--- config.mk ---
export PLATFORM = sky130hd
export DESIGN_NAME = apb_slave
export DESIGN_NICKNAME = d
export VERILOG_FILES = /design/src/rtl/apb_slave.sv
export SDC_FILE = /design/constraint.sdc
export NUM_CORES = 1
export LEC_CHECK = 0
export CORE_MARGIN = 4
export CORE_UTILIZATION = 30
export DETAILED_ROUTE_END_ITERATION = 7
export PLACE_DENSITY_LB_ADDON = 0.12
export REMOVE_ABC_BUFFERS = 1
export SYNTH_ARGS = -nofsm -noshare
export SYNTH_HDL_FRONTEND = slang
export SYNTH_SLANG_ARGS = --single-unit
--- constraint.sdc ---
create_clock -name clk -period 2.35 [get_ports clk]
set_clock_uncertainty 0.2 [all_clocks]
set_input_delay 0.5875 -clock clk [delete_from_list [all_inputs] [get_ports clk]]
set_output_delay 0.5875 -clock clk [all_outputs]
set_load 0.02 [all_outputs]
--- src/rtl/apb_slave.sv ---
// apb_slave: APB responder with a word-addressed register bank and a fixed
// number of wait states per transfer.
// Optional feature macro: APB_SLAVE_PSLVERR_EN. When defined, accesses outside
// the bank (paddr >= DEPTH*4) or with paddr[1:0] != 0 complete with
// pslverr=1, reads return 0, and writes are dropped. When undefined, pslverr
// is tied to 0 and addresses alias modulo DEPTH*4.
module apb_slave #(
  parameter int ADDR_WIDTH  = 32,
  parameter int DATA_WIDTH  = 32,
  parameter int DEPTH       = 16,
  parameter int WAIT_CYCLES = 1
) (
  input  logic                  clk,
  input  logic                  rst_n,
  input  logic                  psel,
  input  logic                  penable,
  input  logic                  pwrite,
  input  logic [ADDR_WIDTH-1:0] paddr,
  input  logic [DATA_WIDTH-1:0] pwdata,
  output logic [DATA_WIDTH-1:0] prdata,
  output logic                  pready,
  output logic                  pslverr
);

  localparam int         IW      = $clog2(DEPTH);
  localparam logic [3:0] WAIT_LD = 4'(WAIT_CYCLES);

  typedef enum logic {IDLE, ACCESS} state_t;

  state_t                r_state, w_state_nxt;
  logic [3:0]            r_cnt;
  logic [IW-1:0]         r_idx;
  logic                  r_wr;
  logic [DATA_WIDTH-1:0] r_wdata;
  logic [DATA_WIDTH-1:0] r_mem [DEPTH];
  logic                  r_pready;
  logic [DATA_WIDTH-1:0] r_prdata;

  logic                  w_setup, w_done, w_abort, w_set_rdy;
  logic [IW-1:0]         w_idx, w_cur_idx;
  logic                  w_cur_wr, w_cur_ok;

  assign w_idx = paddr[2 +: IW];

  // Bus events seen on the current edge.
  assign w_setup = (r_state == IDLE)   &&  psel && !penable;
  assign w_abort = (r_state == ACCESS) && !psel;
  assign w_done  = (r_state == ACCESS) &&  psel && penable && r_pready;

  // pready rises when the wait counter hits zero; with no wait states that
  // is already the setup edge, so the live bus fields must be used there.
  assign w_set_rdy = (w_setup && (WAIT_LD == 4'd0)) ||
                     ((r_state == ACCESS) && psel && (r_cnt == 4'd1));
  assign w_cur_idx = w_setup ? w_idx  : r_idx;
  assign w_cur_wr  = w_setup ? pwrite : r_wr;

`ifdef APB_SLAVE_PSLVERR_EN
  localparam logic [ADDR_WIDTH-1:0] LIMIT = ADDR_WIDTH'(DEPTH * 4);

  logic r_ok;
  logic r_slverr;
  logic w_ok;

  assign w_ok     = (paddr < LIMIT) && (paddr[1:0] == 2'b00);
  assign w_cur_ok = w_setup ? w_ok : r_ok;
  assign pslverr  = r_slverr;

  // Range verdict is frozen at setup along with the rest of the request.
  always_ff @(posedge clk or negedge rst_n) begin
    if (!rst_n)       r_ok <= 1'b0;
    else if (w_setup) r_ok <= w_ok;
  end

  // Error flag shadows pready: set with it, cleared with it.
  always_ff @(posedge clk or negedge rst_n) begin
    if (!rst_n)                 r_slverr <= 1'b0;
    else if (w_done || w_abort) r_slverr <= 1'b0;
    else if (w_set_rdy)         r_slverr <= !w_cur_ok;
  end
`else
  logic w_unused_addr;

  // Only the index bits matter; the rest of the address aliases.
  assign w_unused_addr = ^{paddr[ADDR_WIDTH-1:2+IW], paddr[1:0]};
  assign w_cur_ok      = 1'b1;
  assign pslverr       = 1'b0;
`endif

  // FSM state register.
  always_ff @(posedge clk or negedge rst_n) begin
    if (!rst_n) r_state <= IDLE;
    else        r_state <= w_state_nxt;
  end

  // Next state: setup enters ACCESS, completion or abort returns to IDLE.
  always_comb begin
    w_state_nxt = r_state;
    case (r_state)
      IDLE:    if (psel && !penable) w_state_nxt = ACCESS;
      ACCESS:  if (!psel || (penable && r_pready)) w_state_nxt = IDLE;
      default: w_state_nxt = IDLE;
    endcase
  end

  // Request capture on the setup edge.
  always_ff @(posedge clk or negedge rst_n) begin
    if (!rst_n) begin
      r_idx   <= '0;
      r_wr    <= 1'b0;
      r_wdata <= '0;
    end else if (w_setup) begin
      r_idx   <= w_idx;
      r_wr    <= pwrite;
      r_wdata <= pwdata;
    end
  end

  // Wait counter: load at setup, count down through the access phase.
  always_ff @(posedge clk or negedge rst_n) begin
    if (!rst_n)                                r_cnt <= 4'd0;
    else if (w_setup)                          r_cnt <= WAIT_LD;
    else if (w_abort)                          r_cnt <= 4'd0;
    else if (r_state == ACCESS && r_cnt != 0)  r_cnt <= r_cnt - 4'd1;
  end

  // Registered pready, high for exactly one cycle per transfer.
  always_ff @(posedge clk or negedge rst_n) begin
    if (!rst_n)                 r_pready <= 1'b0;
    else if (w_done || w_abort) r_pready <= 1'b0;
    else if (w_set_rdy)         r_pready <= 1'b1;
  end

  // Read data is sampled alongside pready and held until the next read.
  always_ff @(posedge clk or negedge rst_n) begin
    if (!rst_n)
      r_prdata <= '0;
    else if (w_set_rdy && !w_cur_wr)
      r_prdata <= w_cur_ok ? r_mem[w_cur_idx] : '0;
  end

  // Register bank: writes land only on the completion edge.
  always_ff @(posedge clk or negedge rst_n) begin
    if (!rst_n) begin
      for (int i = 0; i < DEPTH; i++) r_mem[i] <= '0;
    end else if (w_done && r_wr && w_cur_ok) begin
      r_mem[r_idx] <= r_wdata;
    end
  end

  assign prdata = r_prdata;
  assign pready = r_pready;

endmodule
==> Implementation_results.wiki <==
{| class="wikitable"
! Metric !! Value
|-
| Port buffer count || 73
|-
| First element of the critical path || r_idx[1]
|-
| Residual DRC count || 0
|-
| Violated checks || negative setup slack
|-
| Synth Register Bits || 587
|-
| Die height || 316 um
|-
| H-tree depth reported by CTS || 3
|-
| Global-route wire length before repair || 147 mm
|-
| Detail-routed net length per standard cell || 27.2 um
|-
| Cell types with the largest area share after synthesis || sky130_fd_sc_hd__dfrtp_1 (52%), sky130_fd_sc_hd__mux2_2 (20%), sky130_fd_sc_hd__mux2i_1 (11%), sky130_fd_sc_hd__o22ai_1 (2.8%), sky130_fd_sc_hd__a221oi_1 (2.6%)
|-
| Unrepaired setup endpoints after global routing || true
|-
| I/O pin count || 103
|-
| Filler cells || 8710
|-
| Clock period minus final worst setup slack || 2.52 ns
|-
| Post-detailed-placement half-perimeter wirelength || 58.5 mm
|-
| Fin nets || 2559
|-
| Clock insertion delay at the later pin of the skew report || 0.64 ns
|-
| Slew @ Worst Pin || 0.829 ns
|-
| Data arrival time of the critical path || 2.82 ns
|-
| Average size of a mapped cell || 12.5 sq um
|-
| Die boundary width || 316 um
|-
| Maximum number of pins on one net before global-route repair || 61
|-
| Most used standard cells in the synthesized netlist || sky130_fd_sc_hd__dfrtp_1 (587), sky130_fd_sc_hd__mux2_2 (509), sky130_fd_sc_hd__mux2i_1 (317)
|-
| Number of buffers created by CTS || 74
|-
| Status || complete, but fails checks
|-
| Worst setup path category || flop to flop
|-
| Pwr Density || 788 nW/um^2
|-
| Vias || 20.4k
|-
| Area added between synthesis and finish || 32.1%
|-
| Net switching fraction of the power || 30.7%
|-
| Kind of cell adding the most delay to the critical path || simple AND/OR/NAND/NOR gates
|-
| Share of synthesized registers carrying an async set or reset || 100%
|-
| Final Routed Wirelength || 103 mm
|-
| Fmax || 396 MHz
|-
| DRC violation total after the first TritonRoute iteration || 1253
|-
| Library cell with the largest summed area after synthesis || sky130_fd_sc_hd__dfrtp_1
|-
| Delay of the slowest cell on the worst path || 0.69 ns
|-
| Library cell appearing most often on the critical path || sky130_fd_sc_hd__buf_4
|-
| Fraction of layout cells with a size suffix above 1 || 40.3%
|-
| Largest fanout on the critical path || 8
|-
| First-pass detailed-route iteration total || 5
|-
| Minimum setup slack after placement || -0.931 ns
|-
| Synth top area share || 51.5%
|-
| Clock input transition at the sequential cells of the worst setup and hold paths || 0.06 ns
|-
| Slew HR || 44.6%
|-
| CTS Sinks || 587
|-
| Initial antenna violation count || 0
|-
| Slowest CP cell || sky130_fd_sc_hd__nor2b_1
|-
| Leakage || 18.0 nW
|-
| Critical path cell sequence || buf_4 -> buf_4 -> nor2b_1 -> nand2_4 -> buf_4 -> mux2_2
|-
| Sequential share of power || 40.2%
|-
| Post-synth design cell area || 28500 sq um
|-
| Master cell of the clock root buffer || sky130_fd_sc_hd__clkbuf_16
|-
| Via count of the first global-routing pass || 21.4k
|-
| Hold WC Path Type || input port to flop
|-
| Number of synthesized flops with an enable pin || 0
|-
| Clock tree from TritonCTS || done
|-
| Critical hold path startpoint || psel
|-
| Std-Cell Core Area || 93700 sq um
|-
| Pins over their slew limit || 0
|-
| Worst setup SP type || flop
|-
| Average via count per standard cell || 5.39
|-
| Area enclosed by the die boundary || 100000 sq um
|-
| Number of unique standard cell types used by synthesis || 42
|-
| Endpoint kind of the worst setup timing path || flop
|-
| Proportion of synthesized chip area in sequential cells || 51.5%
|-
| Number of endpoints failing setup at the final stage || 467
|-
| Final hold viol count || 0
|-
| Most instantiated flip-flop cell in the synthesis netlist || sky130_fd_sc_hd__dfrtp_1
|-
| Post-route setup slack || -0.172 ns
|-
| Maximum VDD drop || 0.569 mV
|-
| Buffers from clock root to sink, at most || 3
|-
| Internal Pwr Total || 20.6 mW
|-
| Remaining antenna violation count after routing || 0
|-
| Worst EP required || 2.65 ns
|-
| Net switching power figure || 9.10 mW
|-
| Starting Density || 30.4%
|-
| Count of buffering cells on the critical path with inverters included || 3
|-
| Number of rows in the core area || 112
|-
| Number of instances in the synthesized netlist || 2275
|-
| Clk network pwr share || 39.1%
|-
| Warnings, synthesis || 0
|-
| Final core utilization || 40.2%
|-
| Library cell with the highest instance count after synthesis || sky130_fd_sc_hd__dfrtp_1
|-
| Final critical-path share of the clock period || 107%
|-
| Remaining Overflow, GRT || 0
|-
| Reg2Reg Launch Point || r_idx[1]
|-
| Max-cap violations || 0
|-
| Number of antenna cells inserted || 0
|-
| Placer congestion estimate || 0.759
|-
| Fraction of power consumed by combinational cells || 20.7%
|-
| Global router's overall resource usage || 19.8%
|}
## worst register-to-register path: cells and delay by family, from the launching register on
family        cells  cell delay, ns
simple gates      2            0.96
buf+inv           3            0.62
flops             1            0.35
mux               1            0.27
## path summary, 6_finish.rpt
kind | slack, ns | endpoint | cells after the start
worst min register to register | 0.29 | r_mem[40] | 1
worst min-delay path | 0.27 | r_state | 3
min in group asynchronous | 0.28 | r_mem[457] | 2
max in group asynchronous | 0.91 | r_wdata[7] | 3
worst max-delay path | -0.17 | r_mem[423] | 6
worst max register to register | -0.17 | r_mem[423] | 6
## layout by cell type (no fill, tap or decap), drive strengths merged, types with 2 or more instances in the layout
cell type / synthesis / routed
clkdlybuf4s50: 0 / 36
o31ai: 3 / 3
bufinv: 0 / 4
or3: 3 / 3
o21ai: 35 / 35
dfrtp: 587 / 587
nor2: 6 / 6
a31o: 2 / 2
o22ai: 129 / 129
xor2: 2 / 2
mux2i: 317 / 317
a21oi: 3 / 3
nor3: 97 / 97
clkinv: 0 / 10
a221oi: 95 / 95
nand2: 131 / 131
nor3b: 4 / 4
nand3b: 8 / 8
a31oi: 2 / 2
nand3: 8 / 8
buf: 79 / 259
mux2: 513 / 513
dlygate4sd2: 0 / 35
ha: 3 / 3
and3: 2 / 2
inv: 8 / 12
or3b: 7 / 7
nor2b: 66 / 66
a221o: 30 / 30
clkbuf: 129 / 122
## power groups by stage
stage	Sequential [mW]	Clock, mW	Combinational, mW
5_1_grt	12.0	12.3	6.49
3_5_place_dp	12.1	0	5.16
3_3_place_gp	12.1	0	5.09
2_1_floorplan	12.0	0	2.28
4_1_cts	11.9	12.0	5.89
6_report	11.9	11.6	6.15
## through the flow
step	setup TNS [ns]	hold WS, ns	cells	instance area [sq um]	power, mW
2_1_floorplan	-2436.57	0.0919	2067	27700	14.3
3_3_place_gp	-376.16	0.268	3591	32500	17.2
3_5_place_dp	-386.08	0.279	3591	32500	17.3
4_1_cts	-18.85	0.201	3773	36700	29.8
5_1_grt	-69.54	0.266	3792	37700	30.9
6_report	-38.70	0.273	3792	37700	29.7
## layout make-up
class	count	area, sq um	area share [%]
clock buffers	109	2200	5.86
clock inverters	18	287	0.761
inverters	8	42.5	0.113
multi-input cells	1472	14000	37.1
flip-flops and latches	587	14700	39.0
well taps	1254	1570	4.17
repair buffers	344	4900	13.0
## sequential cells by signal, summed over array words and instances, names as in the netlist
name     count
r_idx        4
r_mem      512
r_cnt        4
pready       1
r_state      1
r_wdata     32
prdata      32
r_wr         1
## per-layer routing
layer  up-vias  track usage, %  share of wire (%)
met1     10836            28.1                 46
met4         0            6.43                3.0
met3       168            2.63                5.1
met5         -               0                  0
li1       8928               -                  -
met2       512            31.6                 46
## kinds of logic (layout without fill, tap and decap cells)
logic type	count (synthesis)	count (layout)	share of synthesized area (%)
muxes	830	830	31.4
DFF	587	587	51.5
and+or+nand+nor	336	336	5.85
AOI/OAI and AO/OA	300	300	7.93
buffers and inverters	216	479	3.11
adders and majority gates	3	3	0.132
xor gates and xnor gates	2	2	0.0614
other	1	1	0.0132
## timing repair
action / CTS / global route
pin swaps: 19 / 26
setup buffers: 26 / 7
hold buffers: 1 / 0
setup endpoints to repair: 273 / 494
cloned: 28 / 16
hold endpoints to repair: 54 / 0
resized for setup: 207 / 104
(Power assumes the default switching activity.)
